File: src/rtl/reg_file_sb.sv
`default_nettype none
// ============================================================================
// Module   : reg_file_sb
// Purpose  : Two-read/one-write register file with a per-register busy scoreboard.
// Revision : 1.0 - initial release
// ============================================================================
module reg_file_sb #(
    parameter int               WIDTH    = 16,
    parameter int               DEPTH    = 8,
    parameter logic [WIDTH-1:0] INIT     = '0,
    parameter bit               BYPASS   = 1'b1,
    parameter bit               ZERO_REG = 1'b0,
    localparam int              AW       = (DEPTH > 1) ? $clog2(DEPTH) : 1
) (
    input  logic             clk,
    input  logic             reset,
    input  logic             we,
    input  logic [AW-1:0]    waddr,
    input  logic [WIDTH-1:0] wdata,
    input  logic [AW-1:0]    raddr1,
    input  logic [AW-1:0]    raddr2,
    output logic [WIDTH-1:0] rdata1,
    output logic [WIDTH-1:0] rdata2,
    input  logic             issue,
    input  logic [AW-1:0]    issue_addr,
    input  logic             flush,
    output logic             busy1,
    output logic             busy2,
    output logic             any_busy
);

    localparam logic [AW:0] c_depth = (AW+1)'(DEPTH);

    logic [WIDTH-1:0] r_mem [DEPTH];
    logic [DEPTH-1:0] r_busy;
    logic [DEPTH-1:0] w_busy_nxt;
    logic             w_wr_ok;
    logic             w_iss_ok;
    logic [AW-1:0]    w_raddr [2];
    logic [WIDTH-1:0] w_rdata [2];
    logic             w_rbusy [2];

    // Addresses past DEPTH and, when hardwired, register 0 are inert everywhere.
    function automatic logic f_addr_ok(input logic [AW-1:0] a);
        return ({1'b0, a} < c_depth) && !(ZERO_REG && (a == '0));
    endfunction

    assign w_wr_ok  = we && f_addr_ok(waddr);
    assign w_iss_ok = issue && f_addr_ok(issue_addr);

    always_ff @(posedge clk or negedge reset) begin
        if (!reset) begin
            for (int i = 0; i < DEPTH; i++) begin
                r_mem[i] <= (ZERO_REG && (i == 0)) ? '0 : INIT;
            end
        end else if (w_wr_ok) begin
            r_mem[waddr] <= wdata;
        end
    end

    // Set beats clear on the same register; flush beats both.
    always_comb begin
        w_busy_nxt = r_busy;
        if (w_wr_ok) begin
            w_busy_nxt[waddr] = 1'b0;
        end
        if (w_iss_ok) begin
            w_busy_nxt[issue_addr] = 1'b1;
        end
        if (flush) begin
            w_busy_nxt = '0;
        end
    end

    always_ff @(posedge clk or negedge reset) begin
        if (!reset) begin
            r_busy <= '0;
        end else begin
            r_busy <= w_busy_nxt;
        end
    end

    assign w_raddr[0] = raddr1;
    assign w_raddr[1] = raddr2;

    always_comb begin
        for (int p = 0; p < 2; p++) begin
            w_rdata[p] = '0;
            w_rbusy[p] = 1'b0;
            if (f_addr_ok(w_raddr[p])) begin
                w_rdata[p] = r_mem[w_raddr[p]];
                w_rbusy[p] = r_busy[w_raddr[p]];
                if (BYPASS && w_wr_ok && (waddr == w_raddr[p])) begin
                    w_rdata[p] = wdata;
                    // A same-address reservation keeps the registered busy visible.
                    if (!(w_iss_ok && (issue_addr == waddr))) begin
                        w_rbusy[p] = 1'b0;
                    end
                end
            end
        end
    end

    assign rdata1   = w_rdata[0];
    assign rdata2   = w_rdata[1];
    assign busy1    = w_rbusy[0];
    assign busy2    = w_rbusy[1];
    assign any_busy = |r_busy;

endmodule
`default_nettype wire

File: config.mk
export PLATFORM = sky130hd
export DESIGN_NAME = reg_file_sb
export DESIGN_NICKNAME = d
export VERILOG_FILES = /design/src/rtl/reg_file_sb.sv
export SDC_FILE = /design/constraint.sdc
export NUM_CORES = 1
export LEC_CHECK = 0
export CELL_PAD_IN_SITES_DETAIL_PLACEMENT = 0
export CELL_PAD_IN_SITES_GLOBAL_PLACEMENT = 2
export CORE_AREA = 2 2 140 244
export CTS_BUF_LIST = sky130_fd_sc_hd__clkbuf_4 sky130_fd_sc_hd__clkbuf_8
export DETAILED_ROUTE_END_ITERATION = 12
export DIE_AREA = 0 0 142 246
export GPL_ROUTABILITY_DRIVEN = 0
export HOLD_SLACK_MARGIN = 0.08
export PLACE_DENSITY = 0.57
export REMOVE_ABC_BUFFERS = 1
export SLEW_MARGIN = 30
export SYNTH_ARGS = -nofsm -noshare
export SYNTH_HDL_FRONTEND = slang
export SYNTH_SLANG_ARGS = --single-unit
File: constraint.sdc
create_clock -name clk -period 5.5 [get_ports clk]
set_input_delay 0.825 -clock clk [delete_from_list [all_inputs] [get_ports clk]]
set_output_delay 0.825 -clock clk [all_outputs]
set_load 0.01 [all_outputs]
==> results.toml <==
[die]
die_h_um = 246
pin_count = 68
fp.dieW_um = 142
core_area_mm2 = 0.0329
fp.dieArea_mm2 = 0.0349
row_count = 88
initial_core_util = 0.247

[final_layout]
register_area_mm2 = 0.00340
fill_cells = 3258
fin_util = 0.289
multiInputGateArea_mm2 = 0.00443
nets = 593
area_growth_pct = 16.9
drive_above_1_share = 0.433

[global_route]
grt-ovfl-total = 0
grt_pass1_wl_mm = 33.9
track_usage = 0.132
grt_max_degree = 76
antenna_found_initial = 1
first_global_vias = 5424

[placed_design]
dp_slack_ns = 1.25
port_buffers = 67
hpwl_mm = 14.4

[timing]
setup_slack_ns = 1.30
relSlewSlack = 0.436
skew_ns = 0
rsz0062_at_grt = "false"
fmax_ghz = 0.238
setup_viol = 0
slew_violations = 0
period_needed_ns = 4.20
tightest_slew_ns = 0.841
hold_viol = 0
finalCritPeriodShare = 0.764
tns_ns = 0

[cts]
ctsHtreeMaxLevel = 4
cts_root_buffer = "clkbuf_8"
clockBufferDepth = 2
cts_buffers = 17
cts.sinks = 136
post-cts-setup-buffer-count = 0
cts_resized = 0
path_clk_slew_ns = 0.07
cts_hold_buffers = 0
insertion_delay_ns = 0.44
cts_tree = "yes"

[pwr]
leakagePower_uw = 0.00397
peakVddDrop_mv = 0.133
power.density_mw_per_mm2 = 316

[logic_synthesis]
synth-compound-area-share = 0.00815
synthSimpleGateAreaFrac = 0.0271
yosys_warnings = 0
synthAdderAreaFrac = 0
synth.distinct_cells = 31
synth-xor-area-share = 0.00969
syn_area_per_cell_um2 = 16.1
synth_mux_area_frac = 0.494
yosysSeqAreaShare = 0.418
synth_top_family_by_area = "multiplexers"
ys_ff_latch = 136
netlist_instances = 505
syn-cell-area_mm2 = 0.00814

[worst_setup_path]
setup.worst_path.start_class = "input pin"
endpoint_kind = "output port"
critPathArrivalTime_ns = 3.37
critPathKind = "input pin to output port"
cp_max_fo = 17
reg2regPathDepth = 1
crit_required_ns = 4.68

[drt]
ant_nets = 0
detail_route.wl_per_cell_um = 22.8
dr.pass1.iters = 4
wl_mm = 22.2
vias_per_cell = 4.97
routed-via-count = 4844
drc = 0
drtIter0Drc = 222

[outcome]
outcome = "finished, final reports clean"

[flow_run]
maxCapViolations = 0

[hold_path]
hold_path_class = "input pin to asynchronous set/reset pin"
worst max-delay path, stage by stage:
cell             delay [ns]
buf_2                  0.52
buf_4                  0.36
mux4_1                 0.59
mux2_2                 0.27
mux2_2                 0.29
clkdlybuf4s50_1        0.49
synth_stat cells:
master    number  share of area
dfrtp_1      136           0.42
a21oi_1        6         0.0037
buf_1         11         0.0051
a32oi_1        3         0.0032
and4_1         2         0.0022
nor4bb_1       3         0.0037
inv_1          1        0.00046
mux4_1        61           0.20
clkbuf_1       7         0.0032
xnor2_1        9         0.0097
buf_8          3         0.0055
nand2_1        6         0.0028
mux2_1        10          0.014
buf_12         1         0.0025
buf_6          8          0.011
mux4_4         1         0.0031
buf_2         17          0.010
nor2_1         5         0.0023
mux2_2       162           0.22
mux2i_1        2         0.0025
nand2b_1       3         0.0023
nand4_1        5         0.0038
nand4b_1       3         0.0032
buf_4          1        0.00092
nor4_1         2         0.0015
clkbuf_2       6         0.0037
o32a_1         1         0.0012
mux2_4        20          0.037
mux4_2         6          0.017
nor2b_1        3         0.0023
nor4b_4        1         0.0029
registers in the layout, indices dropped and copies added, names as in the netlist:
signal  flops
r_busy      8
r_mem     128
report_power, final:
part	switching, uW	internal (uW)	leakage (uW)	total (uW)
sequential	142	1210	0.00165	1350
combinational	325	623	0.00215	948
clock	354	348	0.000175	701
cell families after synthesis:
group,Yosys count
simple gates,33
mux,262
buf+inv,55
flops,136
xor+xnor,9
compound gates,10
metrics by stage:
stage          hold WS (ns)  std cells  area [um^2]  power [uW]
2_1_floorplan         0.465        451         7790        1920
3_3_place_gp          0.476        946         9190        2300
3_5_place_dp          0.497        946         9190        2340
4_1_cts               0.518        973         9510        3060
5_1_grt               0.429        974         9520        3190
6_report              0.403        974         9520        3000
worst paths after layout:
check	endpoint	startpoint	slack (ns)
max	rdata1[4]	raddr1[0]	1.30
min	r_mem[95]	reset	0.40
max reg2reg	r_mem[121]	r_mem[121]	4.69
min reg2reg	r_mem[125]	r_mem[125]	0.51
max in group asynchronous	r_mem[34]	reset	4.12
min in group clk	r_mem[125]	r_mem[125]	0.51
cells in the final DEF (no fill, tap or decap):
master             n
mux4_2             6
nand4b_1           3
o32a_1             1
mux2i_1            2
mux2_4            20
clkdlybuf4s50_1   64
mux2_1            10
clkinv_2           5
buf_12             1
nor4_1             2
buf_4             22
mux4_1            61
buf_6              1
inv_1              1
and4_1             2
clkbuf_8          21
a32oi_1            3
nor4b_4            1
nand4_1            5
nand2_1            6
clkbuf_4           1
buf_2              2
nand2b_1           3
dfrtp_1          136
a21oi_1            6
xnor2_1            9
diode_2            1
nor2b_1            3
nor4bb_4           3
mux4_4             1
nor2_1             5
mux2_2           162
area by class of cell:
class | instances | share of cell area
clock buffer | 22 | 0.0312
timing repair buffer | 90 | 0.0890
clock inverter | 5 | 0.00263
multi-input combinational | 314 | 0.466
tap | 405 | 0.0533
inverter | 1 | 0.000394
antenna | 1 | 0.000263
sequential | 136 | 0.358
routing by layer:
metal | GRT usage | up-vias | share of wire
li1 | - | 2112 | -
met2 | 0.254 | 96 | 0.57
met5 | 0 | - | 0
met1 | 0.145 | 2615 | 0.39
met4 | 0.0406 | 0 | 0.019
met3 | 0.0245 | 21 | 0.029
Note: power is estimated with default switching activity, not from simulation.
==> RTL edit (same settings) <==
Register the input `raddr1` before use, cleared by the reset. The logic sees it one clock later. The other inputs are not delayed to match.
--- a/src/rtl/reg_file_sb.sv
+++ b/src/rtl/reg_file_sb.sv
@@ -31,4 +31,14 @@
 
     localparam logic [AW:0] c_depth = (AW+1)'(DEPTH);
+
+    logic [AW-1:0] raddr1_q;
+
+    always_ff @(posedge clk or negedge reset) begin
+        if (!reset) begin
+            raddr1_q <= '0;
+        end else begin
+            raddr1_q <= raddr1;
+        end
+    end
 
     logic [WIDTH-1:0] r_mem [DEPTH];
@@ -81,5 +91,5 @@
     end
 
-    assign w_raddr[0] = raddr1;
+    assign w_raddr[0] = raddr1_q;
     assign w_raddr[1] = raddr2;
 
Behaviour: not the same (a bounded check fails within 4 cycles, from zero or initial values and one cycle with reset low).
==> RTL edit against the original RTL <==
  * Total power rose by 3.0%
  * Sequential cell count rose by 3
  * Setup slack got worse by 0.19 ns
  * Non-clock buffer count fell by 1
  * Routed wire length rose by 1.8%
  * Combinational power barely moved
  * Critical path type unchanged
  * Final area rose by 1.4%
  * Area after synthesis rose by 0.92%
==> RTL edit: results (changes against the original RTL) <==
| Metric | Value |
|---|---|
| Slew HR | 41.6% (-2.0 points) |
| CP Launch Point | waddr[1] |
| Starting DRT DRC Count | 267 (+20%) |
| Largest regs | r_mem x128, r_busy x8, raddr1_q x3 |
| Routed wire length | 22,600 um (+1.8%) |
| Tot GR Track Use | 13.5% (+0.31 points) |
| Worst reg2reg startpoint | r_busy[5] |
| Dpl cell area | 0.00928 mm^2 (+0.98%) |
| Placed Cells | 948 (+0.21%) |
| Layout filler cell count | 3,250 (-0.25%) |
| Status | completed |
| Number of global-route vias before repair | 5,398 (-0.48%) |
| VDD IR max | 0.145 mV (+9.1%) |
| Post-DR vias/cell | 4.94 (-0.73%) |
| Leak pwr | 4.03 nW (+1.5%) |
| Initial antenna violation count | 2 (+1) |
| Post-DP HPWL | 14,300 um (-0.57%) |
| CP Max Fanout | 11 (-6) |
| Net Sw Power | 0.852 mW (+3.8%) |
| WP data arrival | 3.57 ns (+0.20 ns) |
| Cell area after layout | 0.00964 mm^2 (+1.4%) |
| Top cells by area, synth | dfrtp_1, mux2_2, mux4_1 |
| Layout cell share with drive strength beyond 1 | 43.5% (+0.17 points) |
| Largest net degree at the start of global routing | 85 (+12%) |
| Clock latency at the later pin of the worst-skew pair | 0.47 ns (+0.03 ns) |
| Cell count after synthesis | 508 (+0.59%) |
-- RTL edit: changes by cell type after synthesis --
cell / unedited run / this run
dfrtp_1: 136 / 139
-- RTL edit: routing by layer --
metal	GRT usage, %	share of wire, %	vias to the layer above
met5	0	0.057	-
met4	5.21	2.5	2
met3	2.93	3.3	26
met2	23.9	53	104
met1	15.9	41	2590
li1	-	-	2121
-- RTL edit: cell families after synthesis --
group / synth area share, %
xor+xnor: 0.960
flops: 42.4
buf+inv: 4.25
simple gates: 2.68
compound gates: 0.808
mux: 48.9
-- RTL edit: final timing paths --
check | end | slack [ns] | cells after the start
max in group asynchronous | raddr1_q[0] | 3.76 | 2
hold reg to reg | r_mem[126] | 0.51 | 1
setup / recovery | rdata1[7] | 1.11 | 6
setup reg to reg | r_busy[5] | 4.69 | 2
min in group clk | r_mem[126] | 0.51 | 1
hold / removal | r_mem[7] | 0.42 | 1
-- RTL edit: cell type report --
cell class	count	share of cell area (%)
Multi-Input combinational cell	314	45.9
Sequential cell	139	36.1
Timing Repair Buffer	89	8.89
Tap cell	405	5.25
Clock buffer	25	3.37
Clock inverter	7	0.402
Inverter	1	0.0389
Antenna cell	1	0.0259
-- RTL edit: critical path: stages --
cell and delay [ns]:
clkdlybuf4s50_1 0.88, xnor2_1 0.21, nand4_1 0.45, buf_4 0.40, mux2_4 0.31, clkdlybuf4s50_1 0.48
-- RTL edit: per-stage QoR --
step	setup slack, ns	hold slack (ns)
floorplan	2.05	0.465
global placement	1.11	0.477
detailed placement	1.04	0.487
CTS	1.04	0.419
global route	0.921	0.455
finish	1.11	0.420
-- RTL edit: power by group through the flow --
stage	Sequential, mW	Combinational, mW	Clock [mW]
after floorplan	1.34	0.609	0
after global placement	1.37	0.951	0
after detailed placement	1.40	0.965	0
after CTS	1.38	0.969	0.806
after global routing	1.41	1.02	0.847
final	1.38	0.946	0.769
